[src/rtl/gen_scheduler_if.sv]
// Handshake bundle between the sample scheduler, its two value generators and the downstream consumer.
// master = scheduler side; slave = generators, consumer and control logic.
interface gen_scheduler_if;
    logic        run;
    logic [1:0]  mode;
    logic        err_clr;
    logic        en0;
    logic        valid0;
    logic [15:0] data0;
    logic        en1;
    logic        valid1;
    logic [15:0] data1;
    logic        out_valid;
    logic        out_ready;
    logic [15:0] out_data;
    logic        out_src;
    logic        busy;
    logic [15:0] sample_cnt;
    logic        err_timeout;
    logic        err_overrun;

    modport master (
        input  run, mode, err_clr, valid0, data0, valid1, data1, out_ready,
        output en0, en1, out_valid, out_data, out_src, busy, sample_cnt,
               err_timeout, err_overrun
    );

    modport slave (
        output run, mode, err_clr, valid0, data0, valid1, data1, out_ready,
        input  en0, en1, out_valid, out_data, out_src, busy, sample_cnt,
               err_timeout, err_overrun
    );
endinterface

[src/rtl/gen_scheduler.sv]
// Tick-paced request/capture sequencer for two 16-bit generators; one output per tick slot.
// Capture appears one cycle after valid; out_valid holds data stable until out_ready.
module gen_scheduler #(
    parameter int TICK_DIV = 5000000,
    parameter int TIMEOUT  = 15
) (
    input  logic            clk,
    input  logic            rst,
    gen_scheduler_if.master io_bus
);
    localparam int TW = (TICK_DIV > 2) ? $clog2(TICK_DIV) : 1;
    localparam int OW = $clog2(TIMEOUT + 1);
    localparam logic [TW-1:0] TICK_LAST = TW'(TICK_DIV - 1);
    localparam logic [OW-1:0] TO_LAST   = OW'(TIMEOUT - 1);

    localparam logic [1:0] S_IDLE = 2'd0;
    localparam logic [1:0] S_WAIT = 2'd1;
    localparam logic [1:0] S_REQ  = 2'd2;
    localparam logic [1:0] S_OUT  = 2'd3;

    logic [1:0]    r_state;
    logic [TW-1:0] r_tick_cnt;
    logic [OW-1:0] r_to_cnt;
    logic          r_sel;
    logic          r_rr;
    logic [15:0]   r_out_data;
    logic          r_out_src;
    logic [15:0]   r_sample_cnt;
    logic          r_err_to;
    logic          r_err_ov;

    logic          w_tick;
    logic          w_sel_valid;
    logic [15:0]   w_sel_data;
    logic          w_capture;
    logic          w_timeout;
    logic          w_xfer;

    assign w_tick      = io_bus.run && (r_tick_cnt == TICK_LAST);
    assign w_sel_valid = r_sel ? io_bus.valid1 : io_bus.valid0;
    assign w_sel_data  = r_sel ? io_bus.data1  : io_bus.data0;
    // valid takes priority over a timeout landing in the same cycle
    assign w_capture   = (r_state == S_REQ) && io_bus.run && w_sel_valid;
    assign w_timeout   = (r_state == S_REQ) && io_bus.run && !w_sel_valid && (r_to_cnt == TO_LAST);
    assign w_xfer      = (r_state == S_OUT) && io_bus.out_ready;

    always_ff @(posedge clk or posedge rst) begin
        if (rst) begin
            r_tick_cnt <= '0;
        end else if (!io_bus.run || r_tick_cnt == TICK_LAST) begin
            r_tick_cnt <= '0;
        end else begin
            r_tick_cnt <= r_tick_cnt + TW'(1);
        end
    end

    always_ff @(posedge clk or posedge rst) begin
        if (rst) begin
            r_to_cnt <= '0;
        end else if (r_state == S_REQ) begin
            r_to_cnt <= r_to_cnt + OW'(1);
        end else begin
            r_to_cnt <= '0;
        end
    end

    always_ff @(posedge clk or posedge rst) begin
        if (rst) begin
            r_state      <= S_IDLE;
            r_sel        <= 1'b0;
            r_rr         <= 1'b0;
            r_out_data   <= '0;
            r_out_src    <= 1'b0;
            r_sample_cnt <= '0;
        end else begin
            case (r_state)
                S_IDLE: begin
                    if (io_bus.run) r_state <= S_WAIT;
                end
                S_WAIT: begin
                    if (!io_bus.run) begin
                        r_state <= S_IDLE;
                    end else if (w_tick && io_bus.mode != 2'b11) begin
                        r_state <= S_REQ;
                        r_sel   <= (io_bus.mode == 2'b10) ? r_rr : io_bus.mode[0];
                    end
                end
                S_REQ: begin
                    if (!io_bus.run) begin
                        r_state <= S_IDLE;
                    end else if (w_capture) begin
                        r_state    <= S_OUT;
                        r_out_data <= w_sel_data;
                        r_out_src  <= r_sel;
                    end else if (w_timeout) begin
                        r_state <= S_WAIT;
                        r_rr    <= ~r_rr;
                    end
                end
                default: begin
                    if (w_xfer) begin
                        r_state      <= io_bus.run ? S_WAIT : S_IDLE;
                        r_rr         <= ~r_rr;
                        r_sample_cnt <= r_sample_cnt + 16'd1;
                    end
                end
            endcase
        end
    end

    // set beats clear when both land in the same cycle
    always_ff @(posedge clk or posedge rst) begin
        if (rst) begin
            r_err_to <= 1'b0;
            r_err_ov <= 1'b0;
        end else begin
            if (w_timeout)            r_err_to <= 1'b1;
            else if (io_bus.err_clr)  r_err_to <= 1'b0;
            if (w_tick && (r_state == S_REQ || r_state == S_OUT)) r_err_ov <= 1'b1;
            else if (io_bus.err_clr)  r_err_ov <= 1'b0;
        end
    end

    assign io_bus.en0         = (r_state == S_REQ) && !r_sel;
    assign io_bus.en1         = (r_state == S_REQ) && r_sel;
    assign io_bus.out_valid   = (r_state == S_OUT);
    assign io_bus.out_data    = r_out_data;
    assign io_bus.out_src     = r_out_src;
    assign io_bus.busy        = (r_state != S_IDLE);
    assign io_bus.sample_cnt  = r_sample_cnt;
    assign io_bus.err_timeout = r_err_to;
    assign io_bus.err_overrun = r_err_ov;
endmodule

[src/flat_wrapper.sv]
// flat-port wrapper written by rule: the top's interface ports become plain ports
module gen_scheduler_flat 
#(
    parameter int TICK_DIV = 5000000,
    parameter int TIMEOUT  = 15
)
  (clk, rst, io_bus_run, io_bus_mode, io_bus_err_clr, io_bus_valid0, io_bus_data0, io_bus_valid1, io_bus_data1, io_bus_out_ready, io_bus_en0, io_bus_en1, io_bus_out_valid, io_bus_out_data, io_bus_out_src, io_bus_busy, io_bus_sample_cnt, io_bus_err_timeout, io_bus_err_overrun);
  gen_scheduler_if io_bus_i ();
  input  logic clk;
  input  logic rst;
  input wire logic [$bits(io_bus_i.run)-1:0] io_bus_run;
  input wire logic [$bits(io_bus_i.mode)-1:0] io_bus_mode;
  input wire logic [$bits(io_bus_i.err_clr)-1:0] io_bus_err_clr;
  input wire logic [$bits(io_bus_i.valid0)-1:0] io_bus_valid0;
  input wire logic [$bits(io_bus_i.data0)-1:0] io_bus_data0;
  input wire logic [$bits(io_bus_i.valid1)-1:0] io_bus_valid1;
  input wire logic [$bits(io_bus_i.data1)-1:0] io_bus_data1;
  input wire logic [$bits(io_bus_i.out_ready)-1:0] io_bus_out_ready;
  output wire logic [$bits(io_bus_i.en0)-1:0] io_bus_en0;
  output wire logic [$bits(io_bus_i.en1)-1:0] io_bus_en1;
  output wire logic [$bits(io_bus_i.out_valid)-1:0] io_bus_out_valid;
  output wire logic [$bits(io_bus_i.out_data)-1:0] io_bus_out_data;
  output wire logic [$bits(io_bus_i.out_src)-1:0] io_bus_out_src;
  output wire logic [$bits(io_bus_i.busy)-1:0] io_bus_busy;
  output wire logic [$bits(io_bus_i.sample_cnt)-1:0] io_bus_sample_cnt;
  output wire logic [$bits(io_bus_i.err_timeout)-1:0] io_bus_err_timeout;
  output wire logic [$bits(io_bus_i.err_overrun)-1:0] io_bus_err_overrun;
  assign io_bus_i.run = io_bus_run;
  assign io_bus_i.mode = io_bus_mode;
  assign io_bus_i.err_clr = io_bus_err_clr;
  assign io_bus_i.valid0 = io_bus_valid0;
  assign io_bus_i.data0 = io_bus_data0;
  assign io_bus_i.valid1 = io_bus_valid1;
  assign io_bus_i.data1 = io_bus_data1;
  assign io_bus_i.out_ready = io_bus_out_ready;
  assign io_bus_en0 = io_bus_i.en0;
  assign io_bus_en1 = io_bus_i.en1;
  assign io_bus_out_valid = io_bus_i.out_valid;
  assign io_bus_out_data = io_bus_i.out_data;
  assign io_bus_out_src = io_bus_i.out_src;
  assign io_bus_busy = io_bus_i.busy;
  assign io_bus_sample_cnt = io_bus_i.sample_cnt;
  assign io_bus_err_timeout = io_bus_i.err_timeout;
  assign io_bus_err_overrun = io_bus_i.err_overrun;
  gen_scheduler #(.TICK_DIV(TICK_DIV), .TIMEOUT(TIMEOUT)) u_core (.clk(clk), .rst(rst), .io_bus(io_bus_i));
endmodule
[config.mk]
export PLATFORM = sky130hd
export DESIGN_NAME = gen_scheduler_flat
export DESIGN_NICKNAME = d
export VERILOG_FILES = /design/src/rtl/gen_scheduler_if.sv /design/src/rtl/gen_scheduler.sv /design/src/flat_wrapper.sv
export SDC_FILE = /design/constraint.sdc
export NUM_CORES = 1
export LEC_CHECK = 0
export ABC_AREA = 1
export BUFFER_PORTS_ARGS = -buffer_cell sky130_fd_sc_hd__buf_2
export CAP_MARGIN = 20
export CORE_UTILIZATION = 48
export DETAILED_ROUTE_END_ITERATION = 6
export PLACE_DENSITY = 0.81
export SLEW_MARGIN = 20
export SYNTH_ARGS = -nofsm -noshare
export SYNTH_HDL_FRONTEND = slang
export SYNTH_SLANG_ARGS = --single-unit
[constraint.sdc]
create_clock -name clk -period 2.92 [get_ports clk]
set_input_delay 0.584 -clock clk [delete_from_list [all_inputs] [get_ports clk]]
set_output_delay 0.584 -clock clk [all_outputs]
set_load 0.02 [all_outputs]
==> results of run 1 <==
[cell type report]
cell class | instances | area (µm²) | share of cell area [%]
clock buffers | 13 | 159 | 3.83
clock inverters | 2 | 60.1 | 1.45
inverters | 48 | 180 | 4.34
multi-input cells | 305 | 1560 | 37.6
flip-flops and latches | 66 | 1650 | 39.8
well taps | 96 | 120 | 2.89
repair buffers | 82 | 418 | 10.1
[critical path, cell delays in order, from the launching register on]
cell,delay [ps]
sky130_fd_sc_hd__dfrtp_1,490
sky130_fd_sc_hd__inv_2,80
sky130_fd_sc_hd__nor2_2,140
sky130_fd_sc_hd__inv_1,140
sky130_fd_sc_hd__nor2_1,110
sky130_fd_sc_hd__buf_2,170
[flip-flops by register name, indices dropped and copies added (netlist names)]
register	cells
u_core.r_tick_cnt	23
u_core.io_bus.out_data	16
u_core.io_bus.sample_cnt	16
u_core.r_to_cnt	4
u_core.r_state	2
u_core.io_bus.err_overrun	1
u_core.io_bus.err_timeout	1
u_core.io_bus.out_src	1
u_core.r_rr	1
u_core.r_sel	1
[per-layer routing]
layer / vias to the layer above / part of all wire, % / track usage, %
li1: 1530 / - / -
met1: 1424 / 44 / 25.4
met2: 79 / 50 / 37.1
met3: 7 / 5.2 / 4.57
met4: 0 / 0.82 / 7.42
met5: - / 0 / 0
[per-stage QoR]
stage	hold slack, ps	worst slack (ps)	cell area (µm²)	instances	util, %
2_1_floorplan	445	681	3440	427	-
3_3_place_gp	453	1060	3930	597	57.2
3_5_place_dp	464	1010	3930	597	57.2
4_1_cts	440	882	4150	612	60.4
5_1_grt	460	777	4150	612	60.4
6_report	452	879	4150	612	60.4
[final timing paths]
check | endpoint | slack [ps] | cells after the start
worst max-delay path | io_bus_en0 | 880 | 5
worst min-delay path | u_core.io_bus.err_overrun | 450 | 2
worst max register to register | u_core.r_tick_cnt[3] | 980 | 9
worst min register to register | u_core.r_rr | 470 | 1
max in group asynchronous | u_core.io_bus.sample_cnt[9] | 1900 | 3
min in group asynchronous | u_core.r_tick_cnt[2] | 480 | 3
[cells by family after synthesis]
family / Yosys count / share of synthesized area, %
buf+inv: 56 / 6.69
xor+xnor: 25 / 6.36
mux: 1 / 0.327
flops: 66 / 48.0
fa+ha+maj: 4 / 1.45
simple gates: 246 / 32.3
compound gates: 29 / 4.94
[layout by cell type, fill, tap and decap left out, drive strengths merged, types with 3 or more instances in the layout]
cell type / instances
nand2: 110
buf: 82
nor2: 81
dfrtp: 66
inv: 47
nand3: 29
a31oi: 16
xor2: 14
clkbuf: 13
xnor2: 11
nand4: 10
nor3: 9
o21ai: 8
nor3b: 6
ha: 4
a21oi: 3
[report_power, final]
part	internal (W)	switching, W	total (W)
Combinational	0.000276	0.000477	0.000753
Sequential	0.00108	0.000123	0.00121
Clock	0.000524	0.000322	0.000846
Total	0.00188	0.000922	0.00280
==> impl_summary.log, run 1 <==
[metrics] ranking of synthesized cells by area: sky130_fd_sc_hd__dfrtp_1, sky130_fd_sc_hd__nand2_1, sky130_fd_sc_hd__nor2_1
[metrics] Setup TNS: 0 ps
[metrics] Crit. Startpoint: u_core.r_state[1]
[metrics] yosys synthesis warning count: 0
[metrics] number of H-tree levels: 3
[metrics] maximum number of buffers from clock root to sink: 2
[metrics] number of global-route vias before repair: about 2.9k
[metrics] minimum period implied by the final worst setup slack: slightly above 2000 ps
[metrics] proportion of netlist area held by the largest area contributor: between 40 and 50%
[metrics] synthesized area: 3440 µm²
[metrics] # rows: 30
[metrics] number of max-slew violations in the final report: 0
[metrics] endpoints failing setup: 0
[metrics] initial core utilization: 50.1%
[metrics] number of hold violations in the final report: 0
[metrics] worst hold start: io_bus_err_clr
[metrics] part of the Yosys area used for sequential elements: 48.0%
[metrics] Syn Area/Cell: around 8.1 µm²
[metrics] total of buffers placed on input and output ports: between 70 and 80
[metrics] power per unit of standard cell area: 676 nW/µm²
[metrics] final WL: 7340 µm
[metrics] Die Y: a little under 90 µm
[metrics] pin count of the biggest net entering global routing: 67
[metrics] path type of the worst min-delay path: input pin to flop
[metrics] FFs w/ async S/R, synth: 100%
[metrics] overall overflow remaining after global route: 0
[metrics] count of pins on the block boundary: 80
[metrics] number of violations reported at the end of detailed-routing iteration 0: 173
[metrics] vias per cell: 4.97
[metrics] number of remaining DRC errors: 0
[metrics] kind of end point of the critical path: output pin
[metrics] Std-Cell Core Area: 6870 µm²
[metrics] most common flop cell mapped by yosys: sky130_fd_sc_hd__dfrtp_1
[metrics] total via count in the routed design: approximately 3k
[metrics] Worst Clk Skew: 4.43 ps
[metrics] cell at the root of the clock tree: sky130_fd_sc_hd__clkbuf_8
[metrics] distinct cell type count of the synthesized netlist: 33
[metrics] most frequent cell after synthesis: sky130_fd_sc_hd__nand2_1
[metrics] synthesized netlist net count: around 470
[metrics] chip width: 86.7 µm
[metrics] Max-cap violations: 0
[metrics] Die ar.: 7520 µm²
[metrics] data required time of the critical path: approximately 2300 ps
[metrics] instance count of the mapped netlist: 427
[metrics] ratio of cells with drive above 1 in the final layout: between 20% and 30%
[metrics] Area Overhead vs Synth: 20.5%
[metrics] GR Util All Layers: between 20% and 30%
[metrics] leakage power summed over all cells: a little over 2 nW
[metrics] number of inserted diodes: 0
[metrics] clock edge transition at the registers on the reported setup and hold paths: ~70 ps
[metrics] number of setup buffers added after CTS: 0
[metrics] Pwr Total: 0.00280 W
[metrics] wire length of the first global-routing pass: 12300 µm
[metrics] setup repair after global routing missed its margin: no
[metrics] number of CTS-inserted buffers: 9
[metrics] Startpoint Class: flop
[metrics] post-detailed-route wirelength per cell: about 12 µm
[metrics] top cell type by total area after synthesis: sky130_fd_sc_hd__dfrtp_1
[metrics] placer's final routability congestion estimate: 0.952
[metrics] EDFF count, synth: 0
[metrics] CTS tree: built
[metrics] clock latency at the later pin of the worst-skew pair: 330 ps
[metrics] final-layout fill cell count: 613
[metrics] commonest cells in the synthesized netlist: sky130_fd_sc_hd__nand2_1, sky130_fd_sc_hd__nor2_1, sky130_fd_sc_hd__dfrtp_1
[metrics] post-detail-place hpwl: 5480 µm
[metrics] NumNets Final: 557
[metrics] critical-path maximum fanout: 6
[metrics] antenna violations before repair: 0
[metrics] number of clock sinks: 66
[metrics] number of register bits inferred by synthesis: 66
[metrics] first-pass iteration count of the detailed router: 4
[metrics] data arrival time at the worst-slack endpoint: 1460 ps
[metrics] worst setup path category: flop to output pin
[metrics] hold-fix buffers at CTS: 0
[metrics] # resized after CTS: 0
[metrics] worst-case vdd ir drop: 0.428 mV
[metrics] ratio of final minimum period to clock period: 69.9%
[metrics] Fmax achieved: 0.490 GHz
[metrics] Worst-Margin Slew: just over 800 ps
[metrics] remaining max-slew budget at the tightest pin: 45.6%
[metrics] RR Startpoint: u_core.r_tick_cnt[0]
[metrics] run status: completed
[metrics] Detail Route Antenna Nets: 0
Note: power is estimated with default switching activity, not from simulation.
==> run 2: changes to the inputs <==
--- a/config.mk
+++ b/config.mk
@@ -5,12 +5,12 @@
 export SDC_FILE = /design/constraint.sdc
 export NUM_CORES = 1
 export LEC_CHECK = 0
-export ABC_AREA = 1
+export ABC_AREA = 0
 export BUFFER_PORTS_ARGS = -buffer_cell sky130_fd_sc_hd__buf_2
 export CAP_MARGIN = 20
 export CORE_UTILIZATION = 48
 export DETAILED_ROUTE_END_ITERATION = 6
-export PLACE_DENSITY = 0.81
+export PLACE_DENSITY = 0.85
 export SLEW_MARGIN = 20
 export SYNTH_ARGS = -nofsm -noshare
 export SYNTH_HDL_FRONTEND = slang
==> constraint.sdc (replaced) <==
create_clock -name clk -period 1.73 [get_ports clk]
set_input_delay 0.346 -clock clk [delete_from_list [all_inputs] [get_ports clk]]
set_output_delay 0.346 -clock clk [all_outputs]
set_load 0.02 [all_outputs]
==> impl_summary.log, run 2 <==
[metrics] path type of the worst min-delay path: input pin to async pin (was input pin to flop)
[metrics] data arrival time at the worst-slack endpoint: 1980 ps (was 1460 ps)
[metrics] post-detailed-placement cell area: 3770 µm² (was 3930 µm²)
[metrics] delay of the slowest cell on the worst path: 600 ps (was 490 ps)
[metrics] number of hold violations in the final report: 0 (unchanged)
[metrics] post-detailed-route wirelength per cell: 14.9 µm (was 12.0 µm)
[metrics] wire length of the first global-routing pass: 11600 µm (was 12300 µm)
[metrics] commonest cells in the synthesized netlist: sky130_fd_sc_hd__dfrtp_1, sky130_fd_sc_hd__nor2_1, sky130_fd_sc_hd__a21oi_1 (was sky130_fd_sc_hd__nand2_1, sky130_fd_sc_hd__nor2_1, sky130_fd_sc_hd__dfrtp_1)
[metrics] number of H-tree levels: 3 (unchanged)
[metrics] ratio of final minimum period to clock period: between 90% and 100%
[metrics] number of global-route vias before repair: 2476 (was 2899)
[metrics] Startpoint Class: flop (unchanged)
[metrics] synthesized netlist net count: 353 (was 472)
[metrics] top cell type by total area after synthesis: sky130_fd_sc_hd__dfrtp_1 (unchanged)
[metrics] most frequent cell after synthesis: sky130_fd_sc_hd__dfrtp_1 (was sky130_fd_sc_hd__nand2_1)
[metrics] Switching Share: 24.3% (was 32.9%)
[metrics] CTS tree: built (unchanged)
[metrics] mux contribution to synthesized area: 6.10% (was 0.327%)
[metrics] overall overflow remaining after global route: 0 (unchanged)
[metrics] placer's final routability congestion estimate: 0.997 (was 0.952)
[metrics] run status: completed (unchanged)
[metrics] simple-gate share of the synthesized area: 21.3% (was 32.3%)
[metrics] final-layout fill cell count: 489 (was 613)
[metrics] combinational cell fraction of total power: 9.8% (was 26.8%)
[metrics] critical-path maximum fanout: 6 (unchanged)
[metrics] library cell contributing the largest single delay on the critical path: sky130_fd_sc_hd__or4_4 (was sky130_fd_sc_hd__dfrtp_1)
[metrics] worst setup path category: flop to flop (was flop to output pin)
[metrics] cell chain of the critical path: nand4_4 > or4_4 > or3_4 > a21oi_2 (was inv_2 > nor2_2 > inv_1 > nor2_1 > buf_2)
[metrics] sum of buffers and inverters on the critical path: 0 (was 3)
[metrics] instance count of the mapped netlist: 308 (was 427)
[metrics] most frequent standard cell in the layout excluding fill and tap cells: sky130_fd_sc_hd__buf_2 (was sky130_fd_sc_hd__nand2_1)
[metrics] Internal Dissipation: 0.00259 W (was 0.00188 W)
[metrics] Worst-Margin Slew: 350 ps (was 817 ps)
[metrics] number of register bits inferred by synthesis: 66 (unchanged)
[metrics] antenna violations before repair: 0 (unchanged)
[metrics] ratio of cells with drive above 1 in the final layout: 33.9% (was 24.4%)
[metrics] chip width: 82.8 µm (was 86.7 µm)
[metrics] final WL: 7280 µm (was 7340 µm)
[metrics] synthesized area: 3140 µm² (was 3440 µm²)
[metrics] most common flop cell mapped by yosys: sky130_fd_sc_hd__dfrtp_1 (unchanged)
[metrics] final design instance area without fill: 4090 µm² (was 4150 µm²)
[metrics] minimum period implied by the final worst setup slack: 1710 ps
[metrics] Max-cap violations: 0 (unchanged)
[metrics] vias per cell: 5.42 (was 4.97)
[metrics] kind of end point of the critical path: flop (was output pin)
[metrics] distinct cell type count of the synthesized netlist: 36 (was 33)
[metrics] GR Util All Layers: 21.1% (was 21.0%)
[metrics] number of violations reported at the end of detailed-routing iteration 0: 155 (was 173)
[metrics] Area Overhead vs Synth: 30.4% (was 20.5%)
[metrics] initial core utilization: 49.7% (was 50.1%)
[metrics] post-detail-place hpwl: 5120 µm (was 5480 µm)
[metrics] Syn Area/Cell: 10.2 µm² (was 8.06 µm²)
[metrics] maximum number of buffers from clock root to sink: 2 (unchanged)
[metrics] Most flops, register: u_core.r_tick_cnt (unchanged)
[metrics] xor/xnor share of the synthesized area: 8.66% (was 6.36%)
[metrics] number of inserted diodes: 0 (unchanged)
[metrics] remaining max-slew budget at the tightest pin: 76.3% (was 45.6%)
[metrics] endpoints failing setup: 0 (unchanged)
[metrics] Die Y: 82.8 µm (was 86.7 µm)
[metrics] number of max-slew violations in the final report: 0 (unchanged)
[metrics] Die ar.: 6860 µm² (was 7520 µm²)
[metrics] flip-flop count of the largest register after layout: 23 (unchanged)
[metrics] combinational family with the most area after synthesis: simple AND/OR/NAND/NOR gates (unchanged)
[metrics] # rows: 29 (was 30)
[metrics] complex-gate fraction of the synthesized area: 7.14% (was 4.94%)
[metrics] number of CTS-inserted buffers: 9 (unchanged)
[metrics] total via count in the routed design: 2658 (was 3040)
[metrics] clock edge transition at the registers on the reported setup and hold paths: 70 ps (about the same)
[metrics] NumNets Final: 453 (was 557)
[metrics] number of clock sinks: 66 (unchanged)
[metrics] post-synthesis share of cell area spent on full adders, half adders and majority gates: 1.60% (was 1.45%)
[metrics] Fmax achieved: between 0.5 and 0.6 GHz
[metrics] pin count of the biggest net entering global routing: 45 (was 67)
[metrics] FFs w/ async S/R, synth: 100% (unchanged)
[metrics] ranking of synthesized cells by area: sky130_fd_sc_hd__dfrtp_1, sky130_fd_sc_hd__xnor2_1, sky130_fd_sc_hd__mux2i_1 (was sky130_fd_sc_hd__dfrtp_1, sky130_fd_sc_hd__nand2_1, sky130_fd_sc_hd__nor2_1)
[metrics] Setup TNS: 0 ps (unchanged)
[metrics] Std-Cell Core Area: 6310 µm² (was 6870 µm²)
[metrics] proportion of netlist area held by the largest area contributor: 52.7% (was 48.0%)
[metrics] switching component of the power: 0.000831 W (was 0.000922 W)
[metrics] Worst Clk Skew: 9.34 ps (was 4.43 ps)
[metrics] Detail Route Antenna Nets: 0 (unchanged)
[metrics] clock share of power: 42.2% (was 30.2%)
[metrics] data required time of the critical path: 2000 ps (was 2340 ps)
[metrics] part of the Yosys area used for sequential elements: 52.7% (was 48.0%)
[metrics] clock latency at the later pin of the worst-skew pair: 350 ps (was 330 ps)
[metrics] number of remaining DRC errors: 0 (unchanged)
[metrics] total of buffers placed on input and output ports: 79 (unchanged)
[metrics] power per unit of standard cell area: 837 nW/µm² (was 676 nW/µm²)
[metrics] Worst path top cell family by delay: simple AND/OR/NAND/NOR gates (was flip-flops)
[metrics] cell at the root of the clock tree: sky130_fd_sc_hd__clkbuf_8 (unchanged)
[metrics] EDFF count, synth: 0 (unchanged)
[metrics] first-pass iteration count of the detailed router: 6 (was 4)
[metrics] worst-case vdd ir drop: 0.609 mV (was 0.428 mV)
[metrics] power share of the sequential group: 48.0% (was 43.0%)
[metrics] leakage power summed over all cells: 2.11 nW (was 2.03 nW)
[metrics] count of pins on the block boundary: 80 (unchanged)
[metrics] share of the core filled with cells: 64.8% (was 60.4%)
[metrics] commonest non-fill, non-tap cells in the layout: sky130_fd_sc_hd__buf_2, sky130_fd_sc_hd__dfrtp_1, sky130_fd_sc_hd__nor2_1 (was sky130_fd_sc_hd__nand2_1, sky130_fd_sc_hd__buf_2, sky130_fd_sc_hd__nor2_1)
[metrics] yosys synthesis warning count: 0 (unchanged)
run 2: layout make-up:
type                       instances  area (µm²)  share of cell area, %
sequential                        66        1660                   40.5
multi-input combinational        221        1500                   36.6
timing repair buffer             101         586                   14.3
clock buffer                      12         145                   3.55
tap                               77        96.3                   2.36
clock inverter                     4        73.8                   1.80
inverter                           9        37.5                  0.918
run 2: cell families (layout without fill, tap and decap cells):
group	after synthesis	count (layout)
xor gates and xnor gates	31	31
buffers and inverters	21	126
adders and majority gates	4	4
DFF	66	66
AOI/OAI and AO/OA	40	40
and+or+nand+nor	127	127
muxes	19	19
run 2: power groups by stage:
stage | Sequential [W] | Clock, W | Combinational [W]
final | 0.00164 | 0.00144 | 0.000335
after global routing | 0.00165 | 0.00153 | 0.000363
after CTS | 0.00164 | 0.00146 | 0.000334
after detailed placement | 0.00167 | 0 | 0.000332
after global placement | 0.00167 | 0 | 0.000322
after floorplan | 0.00174 | 0 | 0.000110
run 2: worst paths after layout:
path                            depth (start not counted)                           end                         start  slack (ps)
worst min-delay path                                    3     u_core.io_bus.err_timeout                           rst          50
max in group asynchronous                               3  u_core.io_bus.sample_cnt[13]                           rst        1420
worst max register to register                          4         u_core.r_tick_cnt[21]          u_core.r_tick_cnt[5]          20
worst min register to register                          1  u_core.io_bus.sample_cnt[15]  u_core.io_bus.sample_cnt[15]         480
worst max-delay path                                    4         u_core.r_tick_cnt[21]          u_core.r_tick_cnt[5]          20
min in group clk                                        2             u_core.r_state[0]              io_bus_out_ready         270
run 2: per-layer routing:
| layer | up-vias | global-route usage (%) | wire, µm | share of wire, % |
|---|---|---|---|---|
| met4 | 0 | 9.25 | 126 | 1.7 |
| met2 | 76 | 33.5 | 3610 | 50 |
| met1 | 1292 | 27.8 | 3240 | 45 |
| li1 | 1278 | - | - | - |
| met5 | - | 0 | 0 | 0 |
| met3 | 12 | 4.97 | 302 | 4.1 |
run 2: stage by stage:
stage / worst slack (ps) / hold WS (ps) / power (W) / instances
2_1_floorplan: 2.92 / 447 / 0.00185 / 308
3_3_place_gp: 4.95 / 432 / 0.00199 / 470
3_5_place_dp: -27.5 / 430 / 0.00200 / 470
4_1_cts: 4.42 / 64.0 / 0.00344 / 487
5_1_grt: -28.6 / 82.0 / 0.00354 / 490
6_report: 17.8 / 54.7 / 0.00342 / 490
run 2: repair_timing:
item                                    CTS  global route
hold buffers                              0             0
pin swaps                                 2             5
endpoints found under the setup margin    4            12
resized for setup                         2            15
setup buffers                             1             3
endpoints found under the hold margin     0             0
run 2: worst min-delay path, delay by kind of cell:
kind / cells / cell delay [ps]
buffers and inverters: 3 / 430
==> run 3: changes to the inputs <==
--- a/config.mk
+++ b/config.mk
@@ -7,10 +7,12 @@
 export LEC_CHECK = 0
 export ABC_AREA = 0
 export BUFFER_PORTS_ARGS = -buffer_cell sky130_fd_sc_hd__buf_2
-export CAP_MARGIN = 20
-export CORE_UTILIZATION = 48
+export CAP_MARGIN = 40
+export CELL_PAD_IN_SITES_DETAIL_PLACEMENT = 0
+export CELL_PAD_IN_SITES_GLOBAL_PLACEMENT = 1
+export CORE_UTILIZATION = 36
 export DETAILED_ROUTE_END_ITERATION = 6
-export PLACE_DENSITY = 0.85
+export PLACE_DENSITY = 0.84
 export SLEW_MARGIN = 20
 export SYNTH_ARGS = -nofsm -noshare
 export SYNTH_HDL_FRONTEND = slang
==> impl_summary.log, run 3 (synthesis gave the netlist of run 2 again) <==
[metrics] first-pass iteration count of the detailed router: 4 (was 6)
[metrics] pin count of the biggest net entering global routing: 31 (was 45)
[metrics] hold-fix buffers at CTS: 0 (unchanged)
[metrics] remaining max-slew budget at the tightest pin: 69.2% (was 76.3%)
[metrics] number of max-slew violations in the final report: 0 (unchanged)
[metrics] Most flops, register: u_core.r_tick_cnt (unchanged)
[metrics] number of inserted diodes: 0 (unchanged)
[metrics] power share of the sequential group: 52.0% (was 48.0%)
[metrics] number of global-route vias before repair: 2458 (was 2476)
[metrics] count of pins on the block boundary: 80 (unchanged)
[metrics] leakage power summed over all cells: 2.14 nW (was 2.11 nW)
[metrics] final design instance area without fill: 4170 µm² (was 4090 µm²)
[metrics] kind of end point of the critical path: flop (unchanged)
[metrics] clock latency at the later pin of the worst-skew pair: 340 ps (was 350 ps)
[metrics] Detail Route Antenna Nets: 0 (unchanged)
[metrics] wire length of the first global-routing pass: 11700 µm (was 11600 µm)
[metrics] total via count in the routed design: 2628 (was 2658)
[metrics] commonest non-fill, non-tap cells in the layout: sky130_fd_sc_hd__buf_2, sky130_fd_sc_hd__dfrtp_1, sky130_fd_sc_hd__nor2_1 (unchanged)
[metrics] endpoints failing setup: 0 (unchanged)
[metrics] # rows: 33 (was 29)
[metrics] data required time of the critical path: 2000 ps (about the same)
[metrics] power per unit of standard cell area: 756 nW/µm² (was 837 nW/µm²)
[metrics] Die Y: 95.3 µm (was 82.8 µm)
[metrics] ratio of cells with drive above 1 in the final layout: 35.9% (was 33.9%)
[metrics] number of hold violations in the final report: 0 (unchanged)
[metrics] ratio of final minimum period to clock period: 97.6% (was 99.0%)
[metrics] number of CTS-inserted buffers: 9 (unchanged)
[metrics] total of buffers placed on input and output ports: 79 (unchanged)
[metrics] critical-path maximum fanout: 7 (was 6)
[metrics] setup repair after global routing missed its margin: yes
[metrics] Max-cap violations: 0 (unchanged)
[metrics] worst setup path category: flop to flop (unchanged)
[metrics] minimum setup slack among reg-to-reg paths: 40 ps (was 20 ps)
[metrics] path type of the worst min-delay path: input pin to async pin (unchanged)
[metrics] most frequent standard cell in the layout excluding fill and tap cells: sky130_fd_sc_hd__buf_2 (unchanged)
[metrics] maximum number of buffers from clock root to sink: 2 (unchanged)
[metrics] post-detail-place hpwl: 5430 µm (was 5120 µm)
[metrics] post-detailed-route wirelength per cell: 13.8 µm (was 14.9 µm)
[metrics] placer's final routability congestion estimate: 0.865 (was 0.997)
[metrics] Internal Dissipation: 0.00230 W (was 0.00259 W)
[metrics] vias per cell: 4.98 (was 5.42)
[metrics] clock edge transition at the registers on the reported setup and hold paths: 80 ps (was 70 ps)
[metrics] number of remaining DRC errors: 0 (unchanged)
[metrics] Std-Cell Core Area: 8340 µm² (was 6310 µm²)
[metrics] Switching Share: 27.0% (was 24.3%)
[metrics] Area Overhead vs Synth: 33.0% (was 30.4%)
[metrics] CTS tree: built (unchanged)
[metrics] worst-case vdd ir drop: 0.357 mV (was 0.609 mV)
[metrics] overall overflow remaining after global route: 0 (unchanged)
[metrics] post-detailed-placement cell area: 3880 µm² (was 3770 µm²)
[metrics] worst-case setup slack after placement: -73.8 ps (was -27.5 ps)
[metrics] number of violations reported at the end of detailed-routing iteration 0: 95 (was 155)
[metrics] combinational cell fraction of total power: 10.8% (was 9.8%)
[metrics] chip width: 95.3 µm (was 82.8 µm)
[metrics] minimum period implied by the final worst setup slack: 1690 ps (was 1710 ps)
[metrics] Fmax achieved: 0.592 GHz (was 0.584 GHz)
[metrics] Worst Clk Skew: 10.7 ps (was 9.34 ps)
[metrics] number of clock sinks: 66 (unchanged)
[metrics] share of the core filled with cells: 50.0% (was 64.8%)
[metrics] Die ar.: 9090 µm² (was 6860 µm²)
[metrics] run status: completed (unchanged)
[metrics] GR Util All Layers: 16.8% (was 21.1%)
[metrics] NumNets Final: 463 (was 453)
[metrics] cell at the root of the clock tree: sky130_fd_sc_hd__clkbuf_8 (unchanged)
[metrics] data arrival time at the worst-slack endpoint: 1960 ps (was 1980 ps)
[metrics] initial core utilization: 37.6% (was 49.7%)
[metrics] flip-flop count of the largest register after layout: 23 (unchanged)
[metrics] number of H-tree levels: 3 (unchanged)
[metrics] switching component of the power: 0.000851 W (was 0.000831 W)
[metrics] Worst-Margin Slew: 461 ps (was 350 ps)
[metrics] antenna violations before repair: 1 (was 0)
[metrics] worst-case setup margin in the final layout: 41.1 ps (was 17.8 ps)
[metrics] final WL: 7260 µm (was 7280 µm)
[metrics] Startpoint Class: flop (unchanged)
[metrics] clock share of power: 37.1% (was 42.2%)
## run 3: cell count changes in the layout (fill, tap and decap cells not counted), sizes merged
cell / previous run / this run
buf: 101 / 111
bufinv: 2 / 0
clkbuf: 12 / 10
clkinv: 1 / 2
clkinvlp: 1 / 4
## run 3: final timing paths
check | cells after the start | to | startpoint
min | 2 | u_core.io_bus.sample_cnt[6] | rst
max reg2reg | 5 | u_core.r_tick_cnt[19] | u_core.r_tick_cnt[0]
max | 5 | u_core.r_tick_cnt[19] | u_core.r_tick_cnt[0]
min in group clk | 2 | u_core.r_state[0] | io_bus_out_ready
min reg2reg | 1 | u_core.io_bus.sample_cnt[15] | u_core.io_bus.sample_cnt[15]
max in group asynchronous | 3 | u_core.r_tick_cnt[5] | rst
## run 3: routing by layer
| layer | routed length [µm] | part of all wire, % | up-vias | global-route usage [%] |
|---|---|---|---|---|
| met5 | 0 | 0 | - | 0 |
| met4 | 142 | 2.0 | 0 | 7.58 |
| met3 | 240 | 3.3 | 11 | 4.07 |
| met2 | 3550 | 49 | 44 | 26.3 |
| met1 | 3330 | 46 | 1279 | 21.8 |
| li1 | - | - | 1294 | - |
## run 3: through the flow
| step | total power (W) | setup TNS [ps] | cells | hold slack, ps |
|---|---|---|---|---|
| final | 0.00315 | 0 | 528 | 13.7 |
| after global routing | 0.00332 | -89.3 | 528 | 30.6 |
| after CTS | 0.00321 | 0 | 525 | 12.4 |
| after detailed placement | 0.00201 | -206 | 507 | 392 |
| after global placement | 0.00201 | -13.0 | 507 | 385 |
| after floorplan | 0.00185 | 0 | 308 | 447 |
## run 3: power by group through the flow
stage	clock network, W	registers [W]	logic, W
floorplan	0	0.00174	0.000110
global placement	0	0.00167	0.000335
detailed placement	0	0.00167	0.000342
CTS	0.00122	0.00164	0.000347
global route	0.00129	0.00165	0.000374
finish	0.00117	0.00164	0.000341
## run 3: critical path, stage by stage, from the launching register on
cell                      delay [ps]
sky130_fd_sc_hd__dfrtp_1         410
sky130_fd_sc_hd__buf_4           160
sky130_fd_sc_hd__nand4_1         100
sky130_fd_sc_hd__or4_4           480
sky130_fd_sc_hd__or3_1           350
sky130_fd_sc_hd__a21oi_2         140
## run 3: area by class of cell
class	count	area (µm²)
Tap cell	105	131
Timing Repair Buffer	111	673
Inverter	9	37.5
Clock buffer	10	138
Multi-Input combinational cell	221	1490
Fill cell	776	4170
Clock inverter	6	41.3
Sequential cell	66	1660
## run 3: timing repair
item | CTS | global route
endpoints found under the setup margin | 8 | 26
buffers inserted | 2 | 3
endpoints found under the hold margin | 0 | 0
gates cloned | 0 | 0
pin swaps | 2 | 7
gates resized for setup | 3 | 15
